==> src/rtl/draw_engine.sv <==
`default_nettype none
// ============================================================================
// Module   : draw_engine
// Purpose  : Rasterises brick/paddle/ball rectangles one pixel per clock
//            for the VGA adapter's pixel-write port.
// Revision : 1.0 - initial release
// ============================================================================
module draw_engine #(
   parameter int BRICK_W   = 32,
   parameter int BRICK_H   = 8,
   parameter int BRICK_X0  = 16,
   parameter int BRICK_Y0  = 8,
   parameter int BRICK_GAP = 4,
   parameter int PADDLE_W  = 24,
   parameter int PADDLE_H  = 4,
   parameter int PADDLE_Y  = 112,
   parameter int BALL_SZ   = 2
) (
   input  logic       clk,
   input  logic       resetn,
   input  logic [4:0] cmd,
   input  logic [7:0] paddle_x,
   input  logic [7:0] ball_x,
   input  logic [6:0] ball_y,
   output logic       busy,
   output logic       plot,
   output logic [7:0] x,
   output logic [6:0] y,
   output logic [2:0] colour
);

   typedef enum logic [1:0] {
      S_IDLE = 2'd0,
      S_DRAW = 2'd1,
      S_DONE = 2'd2
   } state_t;

   state_t     r_state;
   logic [4:0] r_last_cmd;
   logic [7:0] r_old_paddle_x;
   logic [7:0] r_old_ball_x;
   logic [6:0] r_old_ball_y;
   logic [7:0] r_cx, r_cy, r_w, r_h, r_bx;
   logic       r_plot;
   logic [7:0] r_x;
   logic [6:0] r_y;
   logic [2:0] r_colour;

   logic       w_valid, w_new_cmd;
   logic [3:0] w_idx;
   logic [7:0] w_bx, w_w, w_h;
   logic [6:0] w_by;
   logic [2:0] w_colour;

   assign w_valid   = (cmd != 5'd0) && (cmd <= 5'd28);
   assign w_new_cmd = w_valid && !((r_state == S_DONE) && (cmd == r_last_cmd));
   assign busy      = (r_state == S_DRAW) || w_new_cmd;

   always_comb begin
      w_idx    = 4'd0;
      w_bx     = 8'd0;
      w_by     = 7'd0;
      w_w      = 8'd0;
      w_h      = 8'd0;
      w_colour = 3'b000;
      if (cmd >= 5'd1 && cmd <= 5'd12)
         w_idx = 4'(cmd - 5'd1);
      else if (cmd >= 5'd17 && cmd <= 5'd28)
         w_idx = 4'(cmd - 5'd17);

      if (cmd == 5'd13 || cmd == 5'd14) begin
         w_bx     = (cmd == 5'd13) ? r_old_paddle_x : paddle_x;
         w_by     = 7'(PADDLE_Y);
         w_w      = 8'(PADDLE_W);
         w_h      = 8'(PADDLE_H);
         w_colour = (cmd == 5'd14) ? 3'b011 : 3'b000;
      end else if (cmd == 5'd15 || cmd == 5'd16) begin
         w_bx     = (cmd == 5'd15) ? r_old_ball_x : ball_x;
         w_by     = (cmd == 5'd15) ? r_old_ball_y : ball_y;
         w_w      = 8'(BALL_SZ);
         w_h      = 8'(BALL_SZ);
         w_colour = (cmd == 5'd16) ? 3'b111 : 3'b000;
      end else begin
         // Bricks tile a 4-wide grid: low index bits pick column, high bits row.
         w_bx = 8'(BRICK_X0 + int'(w_idx[1:0]) * (BRICK_W + BRICK_GAP));
         w_by = 7'(BRICK_Y0 + int'(w_idx[3:2]) * (BRICK_H + BRICK_GAP));
         w_w  = 8'(BRICK_W);
         w_h  = 8'(BRICK_H);
         if (cmd <= 5'd12) begin
            case (w_idx[3:2])
               2'd0:    w_colour = 3'b100;
               2'd1:    w_colour = 3'b110;
               default: w_colour = 3'b010;
            endcase
         end
      end
   end

   always_ff @(posedge clk) begin
      if (!resetn) begin
         r_state        <= S_IDLE;
         r_last_cmd     <= 5'd0;
         r_old_paddle_x <= 8'd0;
         r_old_ball_x   <= 8'd0;
         r_old_ball_y   <= 7'd0;
         r_cx           <= 8'd0;
         r_cy           <= 8'd0;
         r_w            <= 8'd0;
         r_h            <= 8'd0;
         r_bx           <= 8'd0;
         r_plot         <= 1'b0;
         r_x            <= 8'd0;
         r_y            <= 7'd0;
         r_colour       <= 3'b000;
      end else begin
         case (r_state)
            S_DRAW: begin
               if (r_cx == r_w - 8'd1) begin
                  r_cx <= 8'd0;
                  if (r_cy == r_h - 8'd1) begin
                     r_state  <= S_DONE;
                     r_cy     <= 8'd0;
                     r_plot   <= 1'b0;
                     r_x      <= 8'd0;
                     r_y      <= 7'd0;
                     r_colour <= 3'b000;
                  end else begin
                     r_cy <= r_cy + 8'd1;
                     r_x  <= r_bx;
                     r_y  <= r_y + 7'd1;
                  end
               end else begin
                  r_cx <= r_cx + 8'd1;
                  r_x  <= r_x + 8'd1;
               end
            end
            default: begin
               if (w_new_cmd) begin
                  r_state    <= S_DRAW;
                  r_last_cmd <= cmd;
                  r_cx       <= 8'd0;
                  r_cy       <= 8'd0;
                  r_w        <= w_w;
                  r_h        <= w_h;
                  r_bx       <= w_bx;
                  r_plot     <= 1'b1;
                  r_x        <= w_bx;
                  r_y        <= w_by;
                  r_colour   <= w_colour;
                  if (cmd == 5'd14)
                     r_old_paddle_x <= paddle_x;
                  if (cmd == 5'd16) begin
                     r_old_ball_x <= ball_x;
                     r_old_ball_y <= ball_y;
                  end
               end else if (r_state == S_DONE && cmd != r_last_cmd) begin
                  r_state <= S_IDLE;
               end
            end
         endcase
      end
   end

   assign plot   = r_plot;
   assign x      = r_x;
   assign y      = r_y;
   assign colour = r_colour;

endmodule
`default_nettype wire

==> config.mk <==
export PLATFORM = sky130hd
export DESIGN_NAME = draw_engine
export DESIGN_NICKNAME = d
export VERILOG_FILES = /design/src/rtl/draw_engine.sv
export SDC_FILE = /design/constraint.sdc
export NUM_CORES = 1
export LEC_CHECK = 0
export BUFFER_PORTS_ARGS = -buffer_cell sky130_fd_sc_hd__buf_2
export CORE_ASPECT_RATIO = 0.8
export CORE_MARGIN = 2
export CORE_UTILIZATION = 63
export DETAILED_ROUTE_END_ITERATION = 12
export PLACE_DENSITY = 0.9
export SLEW_MARGIN = 20
export SYNTH_ARGS = -nofsm -noshare
export SYNTH_HDL_FRONTEND = slang
export SYNTH_SLANG_ARGS = --single-unit
==> constraint.sdc <==
create_clock -name clk -period 4.1 [get_ports clk]
set_input_delay 0.615 -clock clk [delete_from_list [all_inputs] [get_ports clk]]
set_output_delay 0.615 -clock clk [all_outputs]
set_load 0.02 [all_outputs]
==> metrics <==
CTS resizes 0; LEAKAGE about 0.0021 uW; outcome complete, no violations; Final Hold Viols 0; hold path depth 2; crit-path leading delay family simple AND/OR/NAND/NOR gates; share of cells above drive strength 1 between 15 and 20%; IO Pins 50; DR vias/cell 6.40; starting density of the core 66.4%; # nets final 607; R2R depth 9; CP cell instances buf_2 -> inv_1 -> ha_1 -> nor4b_1 -> o22ai_1 -> a21bo_2 -> inv_2 -> buf_2; setup ws final roughly 0.8 ns; CTS Sinks 76; Die H 78.1 um; gp weighted congestion 0.933; # setup viols final 0; Top FF cell, synth dfxtp_1; unrepaired setup endpoints after global routing false; largest net degree at the start of global routing 65; required time of the critical path between 3 and 4 ns; CTS tree yes; Worst-path clk slew around 0.08 ns; Worst-Margin Slew 0.876 ns; H-tree depth 3; Worst slew margin about two fifths; Post-CTS Setup Bufs 0; clk buf depth 2; vias in the first global route roughly 4000; synthesized flop and latch total 76; GRT Total Usage between 30% and 40%; area delta synth->final 10.7%; antenna violations before repair 0; Post-DRT Antenna Nets 0; syn_nets 575; Die ar. ~7500 um^2; Clock Skews approximately 0.0054 ns; die extent in x 96.6 um; Critical Path AT 2.68 ns; total CTS buffers 9; Distinct cells, synth 67; crit path time final between 3 and 4 ns; WP depth 8; total wire length ~11000 um; CTS Root Cell clkbuf_8; DRT Pass-1 Iters 5; Multi-input gate area approximately 2600 um^2; CP most frequent cell buf_2; Syn. warnings 0; CP Max Fanout 9; number of synthesized flops with an enable pin 0; cts hold-fix bufs 0; Startpoint Class input pin; first-pass GRT wire length between 15000 and 20000 um; post-DP HPWL around 8000 um; Post-Syn Instances about 530; max cap viols 0; total core area ~6500 um^2; P per Cell Area 366 nW/um^2; Slowest-stage cell, CP nor4b_1; count of input and output buffers 49; number of DRC markers in iteration 0 between 300 and 400; pre-CTS WS ~0.86 ns; kind of critical path input pin to output port; VDD IR-drop max around 210 uV; n_diodes 0; latest clock arrival within the worst-skew pair between 0.3 and 0.4 ns; Seq/Total Area, Yosys 35.2%; Wirelength per Cell ~17 um; DRC viols 0; asr flop ratio synth 0%; Max stage delay on crit path 0.67 ns; Setup crit end kind output port; Final TNS setup 0 ns; fin. max-slew vios 0; Min-Delay Path Class flip-flop to flip-flop; vias between 4000 and 5000; row count 26; period utilisation layout between 80 and 90%; Critical path buffers and inverters 4; Reg area approximately 1500 um^2; fmax around 300 MHz; Cell Area, Synth ~4300 um^2; Syn Area/Cell 8.17 um^2; grt ovf 0; filler instances between 500 and 600
## worst register-to-register path: cells and delay by family, from the launching register on
kind / cells / cell delay [ns]
buffers and inverters: 1 / 0.08
flip-flops: 1 / 0.47
AND/OR/NAND/NOR: 3 / 0.45
AO/OA/AOI/OAI: 2 / 0.98
XOR/XNOR: 1 / 0.15
adder cells (fa/ha/maj): 2 / 0.52
## synth_stat cells, types with 12 or more instances
| library cell | number | area share [%] |
|---|---|---|
| o22ai_1 | 13 | 1.9 |
| mux2i_1 | 30 | 6.9 |
| nor2_1 | 64 | 5.6 |
| a21oi_1 | 42 | 4.9 |
| a31oi_1 | 13 | 1.9 |
| inv_1 | 12 | 1.0 |
| nand3_1 | 21 | 2.4 |
| and3_1 | 12 | 1.7 |
| nand2_1 | 65 | 5.6 |
| ha_1 | 16 | 4.6 |
| clkbuf_1 | 16 | 1.4 |
| dfxtp_1 | 76 | 35 |
| nor3_1 | 15 | 1.7 |
| xor2_1 | 12 | 2.4 |
## routing by layer
layer / vias up / GRT usage [%] / part of all wire, %
li1: 1963 / - / -
met1: 1970 / 42.0 / 45
met2: 195 / 47.1 / 45
met3: 29 / 6.77 / 7.6
met4: 0 / 11.8 / 2.4
met5: - / 0 / 0
## state kept, by name, indices dropped and copies added, names as in the netlist
signal and count:
r_old_ball_y 7, r_state 2, r_last_cmd 5, y 7, r_bx 8, r_old_paddle_x 8
colour 3, r_cx 8, plot 1, r_old_ball_x 8, r_cy 8, r_w 1
r_h 2, x 8
## area by class of cell
| cell class | instances | share of cell area [%] |
|---|---|---|
| timing repair buffer | 51 | 5.44 |
| clock buffer | 10 | 2.67 |
| tap | 84 | 2.20 |
| clock inverter | 6 | 2.33 |
| inverter | 14 | 1.12 |
| sequential | 76 | 31.8 |
| multi-input combinational | 409 | 54.5 |
## placed cells by master (no fill, tap or decap), drive strengths merged, types with 12 or more instances in the layout
cell type,instances
ha,16
xor2,12
inv,14
nor3,16
dfxtp,76
nor2,64
nand3,22
nand2,66
and3,13
a31oi,13
o22ai,13
mux2i,31
buf,51
a21oi,43
## cell families (layout without fill, tap and decap cells)
group / after synthesis / after routing / synth area share (%)
and+or+nand+nor: 214 / 214 / 23.9
AOI/OAI and AO/OA: 126 / 126 / 19.7
DFF: 76 / 76 / 35.2
buffers and inverters: 44 / 81 / 4.63
muxes: 31 / 31 / 7.47
xor gates and xnor gates: 22 / 22 / 4.46
adders and majority gates: 16 / 16 / 4.63
## stage by stage
| stage | total power (uW) | std cells | util, % | instance area [um^2] | hold WS (ns) |
|---|---|---|---|---|---|
| floorplan | 979 | 529 | - | 4320 | 0.436 |
| global route | 1810 | 650 | 73.6 | 4790 | 0.479 |
| finish | 1750 | 650 | 73.6 | 4790 | 0.458 |
| CTS | 1750 | 650 | 73.5 | 4780 | 0.458 |
| detailed placement | 1050 | 634 | 69.8 | 4540 | 0.447 |
| global placement | 1050 | 634 | 69.8 | 4540 | 0.442 |
## worst paths after layout
path | from | to | slack [ns]
setup / recovery | cmd[0] | busy | 0.80
hold / removal | r_old_ball_x[0] | r_old_ball_x[0] | 0.46
setup reg to reg | r_h[1] | x[1] | 1.31
hold reg to reg | r_old_ball_x[0] | r_old_ball_x[0] | 0.46
## where the power goes
| part | internal (uW) | leakage [uW] | switching [uW] | total, uW |
|---|---|---|---|---|
| logic | 92.3 | 0.00136 | 162 | 254 |
| registers | 764 | 0.000618 | 27.6 | 792 |
| clock network | 406 | 0.000117 | 300 | 706 |
| total | 1260 | 0.00210 | 489 | 1750 |
Note: power is estimated with default switching activity, not from simulation.
